===== src/rtl/fetch_stage.sv =====
`default_nettype none
// ============================================================================
// Module   : fetch_stage
// Purpose  : Instruction fetch with PC, IF/ID register, stall hold buffer,
//            flush redirect and bubble insertion.
// Revision : 1.0 - initial release
// ============================================================================
module fetch_stage #(
    parameter logic [31:0] RESET_PC  = 32'h0000_0000,
    parameter logic [31:0] NOP_INSTR = 32'h0000_0013
) (
    input  logic        clk,
    input  logic        reset,
    input  logic        PCWrite,
    input  logic        IFIDWrite,
    input  logic        Flush,
    input  logic [31:0] Jump_Target,
    output logic        imem_req,
    output logic [31:0] imem_addr,
    input  logic        imem_ready,
    input  logic [31:0] imem_rdata,
    output logic [31:0] IFID_PC,
    output logic [31:0] IFID_Instr,
    output logic        IFID_Valid,
    output logic [4:0]  IFID_Register1,
    output logic [4:0]  IFID_Register2
);

    typedef enum logic [1:0] {
        BOOT  = 2'd0,
        FETCH = 2'd1,
        HOLD  = 2'd2
    } state_t;

    state_t      r_state;
    state_t      w_state_next;

    logic [31:0] r_pc;
    logic [31:0] r_ifid_pc;
    logic [31:0] r_ifid_instr;
    logic        r_ifid_valid;
    logic [31:0] r_hold;

    logic [31:0] w_pc_next;
    logic [31:0] w_ifid_pc_next;
    logic [31:0] w_ifid_instr_next;
    logic        w_ifid_valid_next;
    logic [31:0] w_hold_next;

    logic        w_advance;
    logic [31:0] w_pc_plus4;
    logic [31:0] w_jump_pc;
    logic        w_unused_jt;

    assign w_advance   = PCWrite & IFIDWrite;
    assign w_pc_plus4  = r_pc + 32'd4;
    assign w_jump_pc   = {Jump_Target[31:2], 2'b00};
    // Redirect targets are forced word aligned, so the low bits are dropped.
    assign w_unused_jt = &{1'b0, Jump_Target[1:0]};

    always_ff @(posedge clk or posedge reset) begin
        if (reset) begin
            r_state      <= BOOT;
            r_pc         <= RESET_PC;
            r_ifid_pc    <= RESET_PC;
            r_ifid_instr <= NOP_INSTR;
            r_ifid_valid <= 1'b0;
            r_hold       <= 32'd0;
        end else begin
            r_state      <= w_state_next;
            r_pc         <= w_pc_next;
            r_ifid_pc    <= w_ifid_pc_next;
            r_ifid_instr <= w_ifid_instr_next;
            r_ifid_valid <= w_ifid_valid_next;
            r_hold       <= w_hold_next;
        end
    end

    always_comb begin
        w_state_next      = r_state;
        w_pc_next         = r_pc;
        w_ifid_pc_next    = r_ifid_pc;
        w_ifid_instr_next = r_ifid_instr;
        w_ifid_valid_next = r_ifid_valid;
        w_hold_next       = r_hold;
        imem_req          = 1'b0;

        case (r_state)
            BOOT: begin
                w_state_next = FETCH;
            end

            FETCH: begin
                imem_req = 1'b1;
                if (Flush) begin
                    w_pc_next         = w_jump_pc;
                    w_ifid_pc_next    = r_pc;
                    w_ifid_instr_next = NOP_INSTR;
                    w_ifid_valid_next = 1'b0;
                end else if (imem_ready) begin
                    if (w_advance) begin
                        w_pc_next         = w_pc_plus4;
                        w_ifid_pc_next    = r_pc;
                        w_ifid_instr_next = imem_rdata;
                        w_ifid_valid_next = 1'b1;
                    end else begin
                        // Word was accepted but the pipe is stalled: park it.
                        w_hold_next  = imem_rdata;
                        w_state_next = HOLD;
                    end
                end else if (IFIDWrite) begin
                    w_ifid_pc_next    = r_pc;
                    w_ifid_instr_next = NOP_INSTR;
                    w_ifid_valid_next = 1'b0;
                end
            end

            HOLD: begin
                if (Flush) begin
                    w_hold_next       = 32'd0;
                    w_pc_next         = w_jump_pc;
                    w_ifid_pc_next    = r_pc;
                    w_ifid_instr_next = NOP_INSTR;
                    w_ifid_valid_next = 1'b0;
                    w_state_next      = FETCH;
                end else if (w_advance) begin
                    w_pc_next         = w_pc_plus4;
                    w_ifid_pc_next    = r_pc;
                    w_ifid_instr_next = r_hold;
                    w_ifid_valid_next = 1'b1;
                    w_state_next      = FETCH;
                end
            end

            default: begin
                w_state_next = BOOT;
            end
        endcase
    end

    assign imem_addr      = r_pc;
    assign IFID_PC        = r_ifid_pc;
    assign IFID_Instr     = r_ifid_instr;
    assign IFID_Valid     = r_ifid_valid;
    assign IFID_Register1 = r_ifid_instr[19:15];
    assign IFID_Register2 = r_ifid_instr[24:20];

endmodule
`default_nettype wire

===== config.mk =====
export PLATFORM = sky130hd
export DESIGN_NAME = fetch_stage
export DESIGN_NICKNAME = d
export VERILOG_FILES = /design/src/rtl/fetch_stage.sv
export SDC_FILE = /design/constraint.sdc
export NUM_CORES = 1
export LEC_CHECK = 0
export BUFFER_PORTS_ARGS = -buffer_cell sky130_fd_sc_hd__buf_2
export CORE_MARGIN = 2
export CORE_UTILIZATION = 56
export CTS_CLUSTER_SIZE = 8
export DETAILED_ROUTE_END_ITERATION = 7
export GPL_ROUTABILITY_DRIVEN = 0
export PLACE_DENSITY_LB_ADDON = 0.05
export SYNTH_ARGS = -nofsm -noshare
export SYNTH_HDL_FRONTEND = slang
export SYNTH_SLANG_ARGS = --single-unit
export TNS_END_PERCENT = 30

===== constraint.sdc =====
create_clock -name clk -period 11.7 [get_ports clk]
set_clock_uncertainty 0.2 [all_clocks]
set_input_delay 3.51 -clock clk [delete_from_list [all_inputs] [get_ports clk]]
set_output_delay 3.51 -clock clk [all_outputs]
set_load 0.03 [all_outputs]

# --- Word-level counts from Yosys, hierarchy flattened ---
# Index checks and enable logic that the tools add are counted.
classes:
  addsub: 1
  mux: 36
  n_eq_ne: 10
  bitwise: 1
  n_reduce_logical: 7
op_table:
  columns: ["cell", "n"]
  rows:
  - ["$mux W32", 19]
  - ["$pmux W32 S2", 4]
  - ["$add A32 B3 Y32 const B", 1]
  - ["$mux W2", 5]
  - ["$ne A2 B2 Y1 const B", 4]
  - ["$ne A4 B4 Y1 const B", 2]
  - ["$reduce_and A4 Y1", 2]
  - ["$mux W1", 6]
  - ["$ne A3 B3 Y1 const B", 2]
  - ["$pmux W2 S3", 1]
  - ["$reduce_and A5 Y1", 1]
  - ["$reduce_and A2 Y1", 2]
  - ["$eq A2 B1 Y1 const B", 1]
  - ["$eq A2 B2 Y1 const B", 1]
  - ["$logic_not A2 Y1", 1]
  - ["$pmux W1 S2", 1]
  - ["$reduce_bool A2 Y1", 1]
  - ["$and A1 B1 Y1", 1]
word_totals:
  register_bits: 131
  out_inout_bits: 108
  word_cells: 61

# --- Logic depth before layout (Yosys ltp) ---
# Gate-level depths: netlist (run 1).
logic_depth:
  word_depth: 5
  depth_mapped: 8
  ltp_nobuf: 7

# --- Least setup slack after synthesis (run 1) ---
# Ideal clock, no wire load.
synth_path:
  path_kind: "input to register"
  start: "in IFIDWrite"
  end: "reg r_hold[0]"
  path_stages: 6
  setup_ps: 121
  arrival_ps: 4513
  required_time_ps: 11379
  slack_ps: 6866
  cell_sequence: "a21oi_1 -> nand2_1 -> nand2_1 -> o211ai_1 -> clkbuf_1 -> a22o_1"
synth_via:
  elab_chain_len: 3
synth_lines:
  columns: ["item", "line_no", "source"]
  rows:
  - ["start: declaration", "15", "input logic IFIDWrite,"]
  - ["$and A1 B1 Y1", "55", "assign w_advance = PCWrite & IFIDWrite;"]
  - ["$ne A2 B2 Y1 (no line)", null, null]
  - ["$reduce_and A5 Y1 (no line)", null, null]
  - ["end signal: assignment", "75", "r_hold <= w_hold_next;"]
  - ["end: declaration", "42", "logic [31:0] r_hold;"]
# No other way between the ends.
# A chain may end at the register's enable or synchronous reset.

# --- Worst setup path in the final report (run 1) ---
layout_path:
  start: "reg r_state[1]"
  end: "out imem_req"
layout_via:
  elab_chain_len: 2
layout_lines:
  columns: ["item", "line_no", "source"]
  rows:
  - ["start: declaration", "35", "state_t r_state;"]
  - ["start signal: assignment", "70", "r_state <= w_state_next;"]
  - ["$eq A2 B1 Y1", "88", "case (r_state)"]
  - ["$mux W1", "88", null]
  - ["end: declaration", "18", "output logic imem_req,"]
# No other way between the ends.

==> reports/results.txt, run 1 <==
Worst-Skew Late Latency: 0.53 ns
FF+latch area: 3232 um2
Mean post-synth cell area: 10.62 um2
Slew Limit Fails: 0
Post-synth EDFFs: 0
Die Span X: 109.3 um
Initial antenna violation count: 0
Wirelength per Cell: 17.99 um
Setup_tns: 0 ns
Initial drt markers: 451
Largest net degree at the start of global routing: 78
Synth area leaders: dfrtp_1, mux2_2, a22o_1
CP required: 7.99 ns
Fin util: 70.35%
Tot GR Track Use: 27.51%
Via/cell ratio: 6.051
Longest Clk Path Bufs: 2
# diodes: 0
Synth area leader: dfrtp_1
Ys async rst share: 100.0%
IO buf count: 173
RSZ-0062 raised after global routing: false
CTS tree: built
Share of cells above drive strength 1: 34.81%
Least-Margin Pin Slew: 0.9493 ns
Area growth syn-to-layout: 22.93%
Drc violations: 0
Yosys top cell area share: 50.83%
Initial core utilization: 57.23%
Dpl hpwl: 10.13 mm
Tmin final: 5.393 ns
Mapped cell area: 6203 um2
Clk sinks: 129
Hold path start: IFID_Instr[0]$_DFFE_PP1P_
Root Driver: clkbuf_8
Top-count cell post-synth: dfrtp_1
CP Launch Point: r_state[1]$_DFFE_PP0P_
Final setup vio count: 0
Vias in the first global route: 4951
H-Tree Depth: 4
Io pins: 178
Logic pwr share: 47.4%
Max rail drop VDD: 0.1930 mV
Setup crit end kind: output pin
Post-DRT Antenna Nets: 0
Worst hold path type: flop to flop
Total global routing overflow: 0
Fillers: 803
Syn Inst Count: 584
Multi-input gate area: 2701 um2
Commonest cells post-synth: dfrtp_1, nand2_1, a21oi_1, a22o_1, clkbuf_1
CTS Buf Count: 17
Final WL: 15.90 mm
Via Count: 5349
Fin nets: 806
Synth cell types: 56
Die Ht: 109.3 um
Switch Pwr: 0.001161 W
Power density cells: 333.4 nW/um2
Postcts setup bufs: 0
PostCTS Resize Cnt: 0
Core Area: 10840 um2
Internal: 0.001381 W
Most common flop cell mapped by yosys: dfrtp_1
Fin. Hold Viols: 0
Clock power frac: 19.8%
Row count: 38
Die Area: 11940 um2
Startpoint Class: flop
CTS Hold Bufs: 0
Crit share post-route: 46.10%
Non-Filler Instances: 884
First-pass GRT wire length: 25.14 mm
Slew HR: 36.71%
Clk pin slew, worst setup/hold paths: 0.06 ns
Max cap viols: 0
Final hold slack: 0.2751 ns
TritonRoute pass-1 iters: 5
Placed Cells: 853
Critical R2R Launch: r_state[0]$_DFFE_PP0P_
Worst EP arrival: 1.68 ns
Sequential share of power: 32.9%
Max Freq: 0.1854 GHz
Synth Register Bits: 129
Yosys warning count: 0
Crit Path Max Fanout: 8
Status: complete, no violations
Leakage Power: 3.621 nW
Sequential fraction of the synthesis area: 52.10%
Critical path type: flop to output pin
Switching portion of total power: 45.67%
## state kept, by name (all words and copies together) (netlist names)
name	flops
imem_addr	30
IFID_Instr	32
IFID_Valid	1
r_state	2
IFID_PC	32
r_hold	32
## path summary, 6_finish.rpt
kind / endpoint / slack, ns / depth (start not counted)
worst max-delay path: imem_req / 6.31 / 3
worst min-delay path: IFID_Instr[0]$_DFFE_PP1P_ / 0.28 / 2
worst max register to register: IFID_PC[16]$_DFFE_PP0P_ / 8.60 / 8
worst min register to register: IFID_Instr[0]$_DFFE_PP1P_ / 0.28 / 2
max in group asynchronous: IFID_Instr[18]$_DFFE_PP0P_ / 7.14 / 3
min in group asynchronous: IFID_PC[3]$_DFFE_PP0P_ / 2.82 / 2
## critical path, cell delays in order (launching register included)
cell and delay (ns):
dfrtp_1 0.37, inv_1 0.10, ha_1 0.39, buf_2 0.29
## cell families (layout without fill, tap and decap cells)
kind of cell | Yosys count | count (layout) | synth area share [%]
AOI/OAI and AO/OA | 178 | 178 | 20.35
adders and majority gates | 4 | 4 | 0.8068
buffers and inverters | 60 | 219 | 4.720
DFF | 129 | 129 | 52.10
muxes | 45 | 45 | 7.866
other | 1 | 2 | 0.06045
and+or+nand+nor | 167 | 167 | 14.10
## routing by layer
| metal | share of wire, % | wire length, um | GRT usage, % |
|---|---|---|---|
| met5 | 0 | 0 | 0 |
| met4 | 1.7 | 263 | 10.67 |
| met2 | 46 | 7392 | 40.68 |
| met3 | 7.5 | 1193 | 6.754 |
| met1 | 44 | 7051 | 39.22 |
## power groups by stage
stage	logic (W)	registers [W]	clock network [W]
floorplan	0.000615	0.00110	0
global placement	0.00118	0.000823	0
detailed placement	0.00120	0.000838	0
CTS	0.00121	0.000833	0.000510
global route	0.00130	0.000868	0.000528
finish	0.00120	0.000836	0.000502
## per-stage QoR
stage	power [W]	worst slack [ns]	cell area (um2)
3_3_place_gp	0.002002	5.898	7066
3_5_place_dp	0.002039	5.874	7066
4_1_cts	0.002550	6.296	7626
6_report	0.002542	6.307	7626
5_1_grt	0.002700	6.172	7626
2_1_floorplan	0.001715	4.554	6207
## placed cells by master, fill, tap and decap left out, types with 6 or more instances in the layout
| cell | Yosys | final |
|---|---|---|
| buf_4 | 12 | 8 |
| nor3_1 | 9 | 9 |
| mux2_2 | 25 | 25 |
| clkbuf_16 | 0 | 16 |
| o22ai_1 | 17 | 17 |
| dfrtp_1 | 126 | 126 |
| mux2i_1 | 15 | 15 |
| and2_1 | 6 | 6 |
| nand3_1 | 14 | 14 |
| and3_1 | 7 | 7 |
| nor2_1 | 20 | 20 |
| nand4_1 | 10 | 10 |
| o21ai_1 | 8 | 8 |
| buf_2 | 6 | 173 |
| nand2_1 | 70 | 70 |
| o31ai_1 | 31 | 31 |
| a21oi_1 | 32 | 32 |
| a22o_1 | 32 | 32 |
| a22oi_1 | 31 | 31 |
| nand2b_1 | 8 | 8 |
## area by class of cell
type | count | share of cell area (%)
Clock buffer | 21 | 5.890
Clock inverter | 10 | 1.460
Inverter | 7 | 0.4102
Multi-Input combinational cell | 396 | 35.42
Sequential cell | 129 | 42.38
Tap cell | 140 | 2.297
Timing Repair Buffer | 181 | 12.14
No activity file was read; power rests on OpenSTA's default activity.
==> run 2, diff against run 1 <==
CORE_UTILIZATION = 52   (was 56)
clock period = 5.6 ns   (was 11.7 ns; I/O delays follow)
==> reports/results.txt, run 2 (synthesized netlist as in run 1, its figures left out) <==
Least-Margin Pin Slew: 0.9272 ns (-0.02212 ns)
Total global routing overflow: 0 (unchanged)
Power density cells: 703.3 nW/um2 (+110%)
Clk pin slew, worst setup/hold paths: 0.06 ns (about the same)
Critical path's slowest cell: nand2_1
Root Driver: clkbuf_16
Tmin final: 3.518 ns
Drc violations: 13 (+13)
Die Area: 12820 um2 (+7.4%)
CP peak stage delay: 0.47 ns (+0.08 ns)
Crit share post-route: 62.82%
Hold depth: 2 (unchanged)
Post-DRT Antenna Nets: 0 (unchanged)
Most frequent cells in the layout: buf_2, dfrtp_1, nand2_1, a21oi_1, a22o_1
Non-Filler Cell Area, Final: 7682 um2 (+0.74%)
Row count: 39 (+2.6%)
Placed cell area: 7069 um2 (about the same)
Worst EP arrival: 3.62 ns (+1.94 ns)
Worst hold path type: flop to flop
Status: finished, violations left
Most used cell, CP: nand2_1
H-Tree Depth: 4 (unchanged)
PostCTS Resize Cnt: 0 (unchanged)
Largest net degree at the start of global routing: 101 (+29%)
Crit Path Max Fanout: 24 (+16)
Core Area: 11520 um2 (+6.2%)
Final setup vio count: 0 (unchanged)
Tot GR Track Use: 25.54% (-2.0 points)
Total power: 0.005403 W (+110%)
Most common cell after layout, fill and taps aside: buf_2
CTS tree: built
RSZ-0062 raised after global routing: false
Area growth syn-to-layout: 23.84%
Failing checks: DRC
Via/cell ratio: 5.920 (-2.2%)
CTS Buf Count: 17 (unchanged)
Placed Cells: 856 (+0.35%)
Hold path start: IFID_Instr[7]$_DFFE_PP0P_
R2r setup slk: 2.36 ns (-6.24 ns)
Share of cells above drive strength 1: 34.63% (-0.18 points)
Die Ht: 113.2 um (+3.6%)
Initial antenna violation count: 0 (unchanged)
Worst Reg2Reg Path Length in Cells: 8 (unchanged)
Postcts setup bufs: 0 (unchanged)
Worst Hold Endpoint: IFID_Instr[7]$_DFFE_PP0P_
Leakage Power: 3.645 nW (+0.68%)
Fin util: 66.71% (-3.6 points)
Via Count: 5257 (-1.7%)
Fin nets: 806 (unchanged)
Max Freq: 0.2843 GHz
CTS Hold Bufs: 0 (unchanged)
Max cap viols: 0 (unchanged)
Setup_tns: 0 ns (unchanged)
Clk sinks: 129 (unchanged)
IO buf count: 173 (unchanged)
Die Span X: 113.2 um (+3.6%)
# diodes: 0 (unchanged)
Reg-to-Reg End: IFID_PC[20]$_DFFE_PP0P_
Vias in the first global route: 5045 (+1.9%)
Slew HR: 38.19% (+1.5 points)
Final WL: 15.95 mm (+0.32%)
CP required: 5.70 ns (-2.29 ns)
Max rail drop VDD: 0.4272 mV (+120%)
Critical path type: input port to flop
Critical path cell sequence: buf_2, a21oi_1, nand2_1, nand2_1, buf_4, mux2_2
Critical R2R Launch: r_state[0]$_DFFE_PP0P_
Initial drt markers: 484 (+7.3%)
Longest Clk Path Bufs: 2 (unchanged)
Fillers: 973 (+21%)
Fin. Hold Viols: 0 (unchanged)
Setup crit end kind: flop
Non-Filler Instances: 888 (+0.45%)
Initial core utilization: 53.87% (-3.4 points)
Io pins: 178 (unchanged)
Slew Limit Fails: 0 (unchanged)
TritonRoute pass-1 iters: 7 (+2)
Worst-Skew Late Latency: 0.42 ns (-0.11 ns)
Dpl hpwl: 10.29 mm (+1.6%)
Wirelength per Cell: 17.96 um (-0.13%)
First-pass GRT wire length: 25.94 mm (+3.2%)
Startpoint Class: input port
==> run 2: layout make-up <==
type | count | area (um2) | share of cell area [%]
Sequential cell | 129 | 3232 | 42.07
Clock inverter | 10 | 158.9 | 2.068
Multi-Input combinational cell | 396 | 2701 | 35.16
Inverter | 7 | 31.28 | 0.4072
Tap cell | 143 | 178.9 | 2.329
Clock buffer | 22 | 454.2 | 5.912
Timing Repair Buffer | 181 | 925.9 | 12.05
==> run 2: how the worst max path moves through the flow <==
stage / depth (start not counted) / startpoint / end
after floorplan: 1 / reset / IFID_Instr[10]$_DFFE_PP0P_
after global placement: 6 / Flush / IFID_PC[27]$_DFFE_PP0P_
after detailed placement: 6 / Flush / IFID_PC[27]$_DFFE_PP0P_
after CTS: 6 / Flush / IFID_PC[20]$_DFFE_PP0P_
after global routing: 6 / Flush / IFID_PC[20]$_DFFE_PP0P_
final: 6 / Flush / IFID_PC[20]$_DFFE_PP0P_
==> run 2: where the power goes <==
part | total (W) | switching, W | internal [W]
Clock | 0.00116 | 0.000402 | 0.000754
Combinational | 0.00250 | 0.00165 | 0.000852
Sequential | 0.00174 | 0.000361 | 0.00138
==> run 2: through the flow <==
stage	worst slack [ns]	hold slack, ns
floorplan	0.2840	0.2575
global placement	1.678	0.2498
detailed placement	1.616	0.2616
CTS	2.040	0.2733
global route	1.893	0.2847
finish	2.082	0.2708
==> run 2: worst max-delay path: cells and delay by family <==
family | cells | cell delay [ns]
buf+inv | 2 | 0.66
simple gates | 2 | 0.55
mux | 1 | 0.38
compound gates | 1 | 0.33
==> run 2: per-layer routing <==
metal,wire (um),share of wire (%),up-vias,GRT usage (%)
li1,-,-,2465,-
met1,7123,45,2578,36.29
met2,7458,47,193,38.48
met3,1060,6.6,21,6.052
met4,309,1.9,0,9.431
met5,0,0,-,0
==> run 3, diff against run 2 <==
ABC_AREA = 1   (was default)
CORE_UTILIZATION = 53   (was 52)
clock period = 3.38 ns   (was 5.6 ns; I/O delays follow)
==> reports/results.txt, run 3 <==
Wirelength per Cell: 14.06 um (-22%)
Hold path start: IFID_Instr[0]$_DFFE_PP1P_
Crit Path Max Fanout: 6 (-75%)
Clk pin slew, worst setup/hold paths: 0.05 ns (about the same)
Critical path type: flop to output pin
Max rail drop VDD: 0.5354 mV (+25%)
Worst EP arrival: 1.46 ns (-2.16 ns)
Share of cells above drive strength 1: 24.95% (-9.7 points)
PostCTS Resize Cnt: 0 (unchanged)
Die Span X: 116.1 um (+2.6%)
TritonRoute pass-1 iters: 5 (-2)
Fin. Hold Viols: 0 (unchanged)
Multi-input gate area: 2768 um2 (+2.5%)
Initial drt markers: 572 (+18%)
Core Area: 12160 um2 (+5.6%)
FF+latch area: 3232 um2 (unchanged)
Synth area leader: dfrtp_1
Row count: 40 (+2.6%)
Most frequent cells in the layout: nand2_1, buf_2, dfrtp_1, nor2_1, inv_1
Die Ht: 116.1 um (+2.6%)
Yosys warning count: 0 (unchanged)
CTS Hold Bufs: 0 (unchanged)
Via Count: 6077 (+16%)
CTS Buf Count: 17 (unchanged)
IO buf count: 173 (unchanged)
Post-synth EDFFs: 0 (unchanged)
H-Tree Depth: 4 (unchanged)
Sequential fraction of the synthesis area: 48.51% (-3.6 points)
Vias in the first global route: 5358 (+6.2%)
CTS tree: built
Setup crit end kind: output pin
Startpoint Class: flop
Initial antenna violation count: 0 (unchanged)
Synth area leaders: dfrtp_1, nand2_1, nor2_1
Largest family of logic cells by synthesized area: simple AND/OR/NAND/NOR gates
Drc violations: 0 (-13)
CP Launch Point: r_state[1]$_DFFE_PP0P_
Die Area: 13480 um2 (+5.2%)
Worst Reg2Reg Path Length in Cells: 9 (+1)
Critical R2R Launch: r_state[1]$_DFFE_PP0P_
Clk sinks: 129 (unchanged)
CP delay by family, top: flip-flops
Post-DRT Antenna Nets: 0 (unchanged)
Placed Cells: 1149 (+34%)
Tmin final: 2.678 ns
# diodes: 0 (unchanged)
Synth cell types: 34 (-39%)
Fin nets: 1074 (+33%)
Worst-Skew Late Latency: 0.41 ns (about the same)
Area growth syn-to-layout: 22.89%
Fillers: 1105 (+14%)
Post-synthesis compound-gate area fraction: 17.46% (-2.9 points)
Synth Register Bits: 129 (unchanged)
Max Freq: 0.3735 GHz
Least-Margin Pin Slew: 0.6555 ns (-0.2717 ns)
Worst hold path type: flop to flop
Slew Limit Fails: 0 (unchanged)
Synth Area in XOR/XNOR: 0.1315% (+0.13 points)
CP required: 2.17 ns (-3.53 ns)
Hold depth: 2 (unchanged)
Syn Inst Count: 850 (+46%)
Mean post-synth cell area: 7.838 um2 (-26%)
Power density cells: 1127 nW/um2 (+60%)
Io pins: 178 (unchanged)
Total global routing overflow: 0 (unchanged)
Yosys top cell area share: 47.32% (-3.5 points)
Most common cell after layout, fill and taps aside: nand2_1
Mux contribution to synthesized area: 0% (-7.9 points)
Leakage Power: 4.016 nW (+10%)
Status: complete, no violations
Ys async rst share: 100.0% (unchanged)
Final setup vio count: 0 (unchanged)
CP bufs+invs: 2 (unchanged)
Non-Filler Instances: 1178 (+33%)
First-pass GRT wire length: 26.08 mm (+0.53%)
Root Driver: clkbuf_16
CP peak stage delay: 0.38 ns (-0.09 ns)
Max cap viols: 0 (unchanged)
Final WL: 16.56 mm (+3.8%)
Slew HR: 56.30% (+18 points)
Tot GR Track Use: 24.88% (-0.66 points)
Initial core utilization: 54.78% (+0.92 points)
Critical path's slowest cell: dfrtp_1
Setup_tns: 0 ns (unchanged)
Most common flop cell mapped by yosys: dfrtp_1
Crit share post-route: 79.22%
Largest net degree at the start of global routing: 130 (+29%)
Dpl hpwl: 11.37 mm (+11%)
Postcts setup bufs: 0 (unchanged)
Critical path cell sequence: inv_1, ha_1, buf_2
RSZ-0062 raised after global routing: false
Number of cells on the critical path: 3 (-3)
Longest Clk Path Bufs: 2 (unchanged)
Mapped cell area: 6663 um2 (+7.4%)
Synth Area in Adders: 0.7512% (-0.056 points)
Simple-Gate Fraction of Synth Area: 22.85% (+8.8 points)
Top-count cell post-synth: nand2_1
Fin util: 67.33% (+0.61 points)
Commonest cells post-synth: nand2_1, dfrtp_1, nor2_1, inv_1, o21ai_0
Via/cell ratio: 5.159 (-13%)
## run 3: cell types whose count changed after synthesis, sizes merged, moves of 28 or more
cell | before | now
o21ai | 11 | 73
mux2 | 30 | 0
nand2 | 70 | 186
a21oi | 32 | 72
nand3 | 16 | 58
a22o | 32 | 0
inv | 7 | 94
o31ai | 31 | 0
a32oi | 0 | 29
nor2 | 20 | 123
a22oi | 31 | 3
## run 3: layout make-up
class | instances | area share, %
well taps | 168 | 2.567
clock buffers | 25 | 6.418
multi-input cells | 569 | 33.80
repair buffers | 189 | 12.50
clock inverters | 4 | 0.8863
inverters | 94 | 4.355
flip-flops and latches | 129 | 39.47
## run 3: cells by family (layout without fill, tap and decap cells)
family | count (synthesis) | count (layout)
AND/OR/NAND/NOR | 375 | 375
AO/OA/AOI/OAI | 187 | 187
buffers and inverters | 153 | 312
flip-flops | 129 | 129
adder cells (fa/ha/maj) | 4 | 4
other | 1 | 2
XOR/XNOR | 1 | 1
## run 3: metrics by stage
| step | setup slack [ns] | hold slack [ns] | cell area, um2 | total power, W |
|---|---|---|---|---|
| after global placement | 0.5359 | 0.2684 | 7590 | 0.007320 |
| after CTS | 0.6825 | 0.2873 | 8188 | 0.009276 |
| after detailed placement | 0.5091 | 0.2701 | 7590 | 0.007409 |
| final | 0.7023 | 0.2867 | 8188 | 0.009226 |
| after floorplan | 0.5732 | 0.2902 | 6670 | 0.006237 |
| after global routing | 0.6018 | 0.3082 | 8188 | 0.009899 |
## run 3: tightest hold or removal path: stages (launching register included)
cell and delay, ns:
dfstp_2 0.37, inv_1 0.05, o21ai_1 0.06
## run 3: worst paths after layout
path | slack (ns) | end
min in group asynchronous | 0.61 | IFID_PC[14]$_DFFE_PP0P_
worst max-delay path | 0.70 | imem_req
max in group asynchronous | 1.90 | IFID_Instr[15]$_DFFE_PP0P_
worst min register to register | 0.29 | IFID_Instr[0]$_DFFE_PP1P_
worst min-delay path | 0.29 | IFID_Instr[0]$_DFFE_PP1P_
worst max register to register | 0.99 | imem_addr[17]$_DFFE_PP0P_
## run 3: per-layer routing
| metal | share of wire [%] | GRT usage, % | vias up |
|---|---|---|---|
| li1 | - | - | 3061 |
| met3 | 5.1 | 4.670 | 26 |
| met5 | 0 | 0 | - |
| met1 | 44 | 32.70 | 2787 |
| met2 | 49 | 41.44 | 203 |
| met4 | 1.9 | 9.206 | 0 |
## run 3: where the power goes
group          switching (W)  internal, W  total (W)
clock               0.000634      0.00121    0.00184
sequential          0.000581      0.00234    0.00292
combinational        0.00314      0.00133    0.00446
total                0.00435      0.00487    0.00923
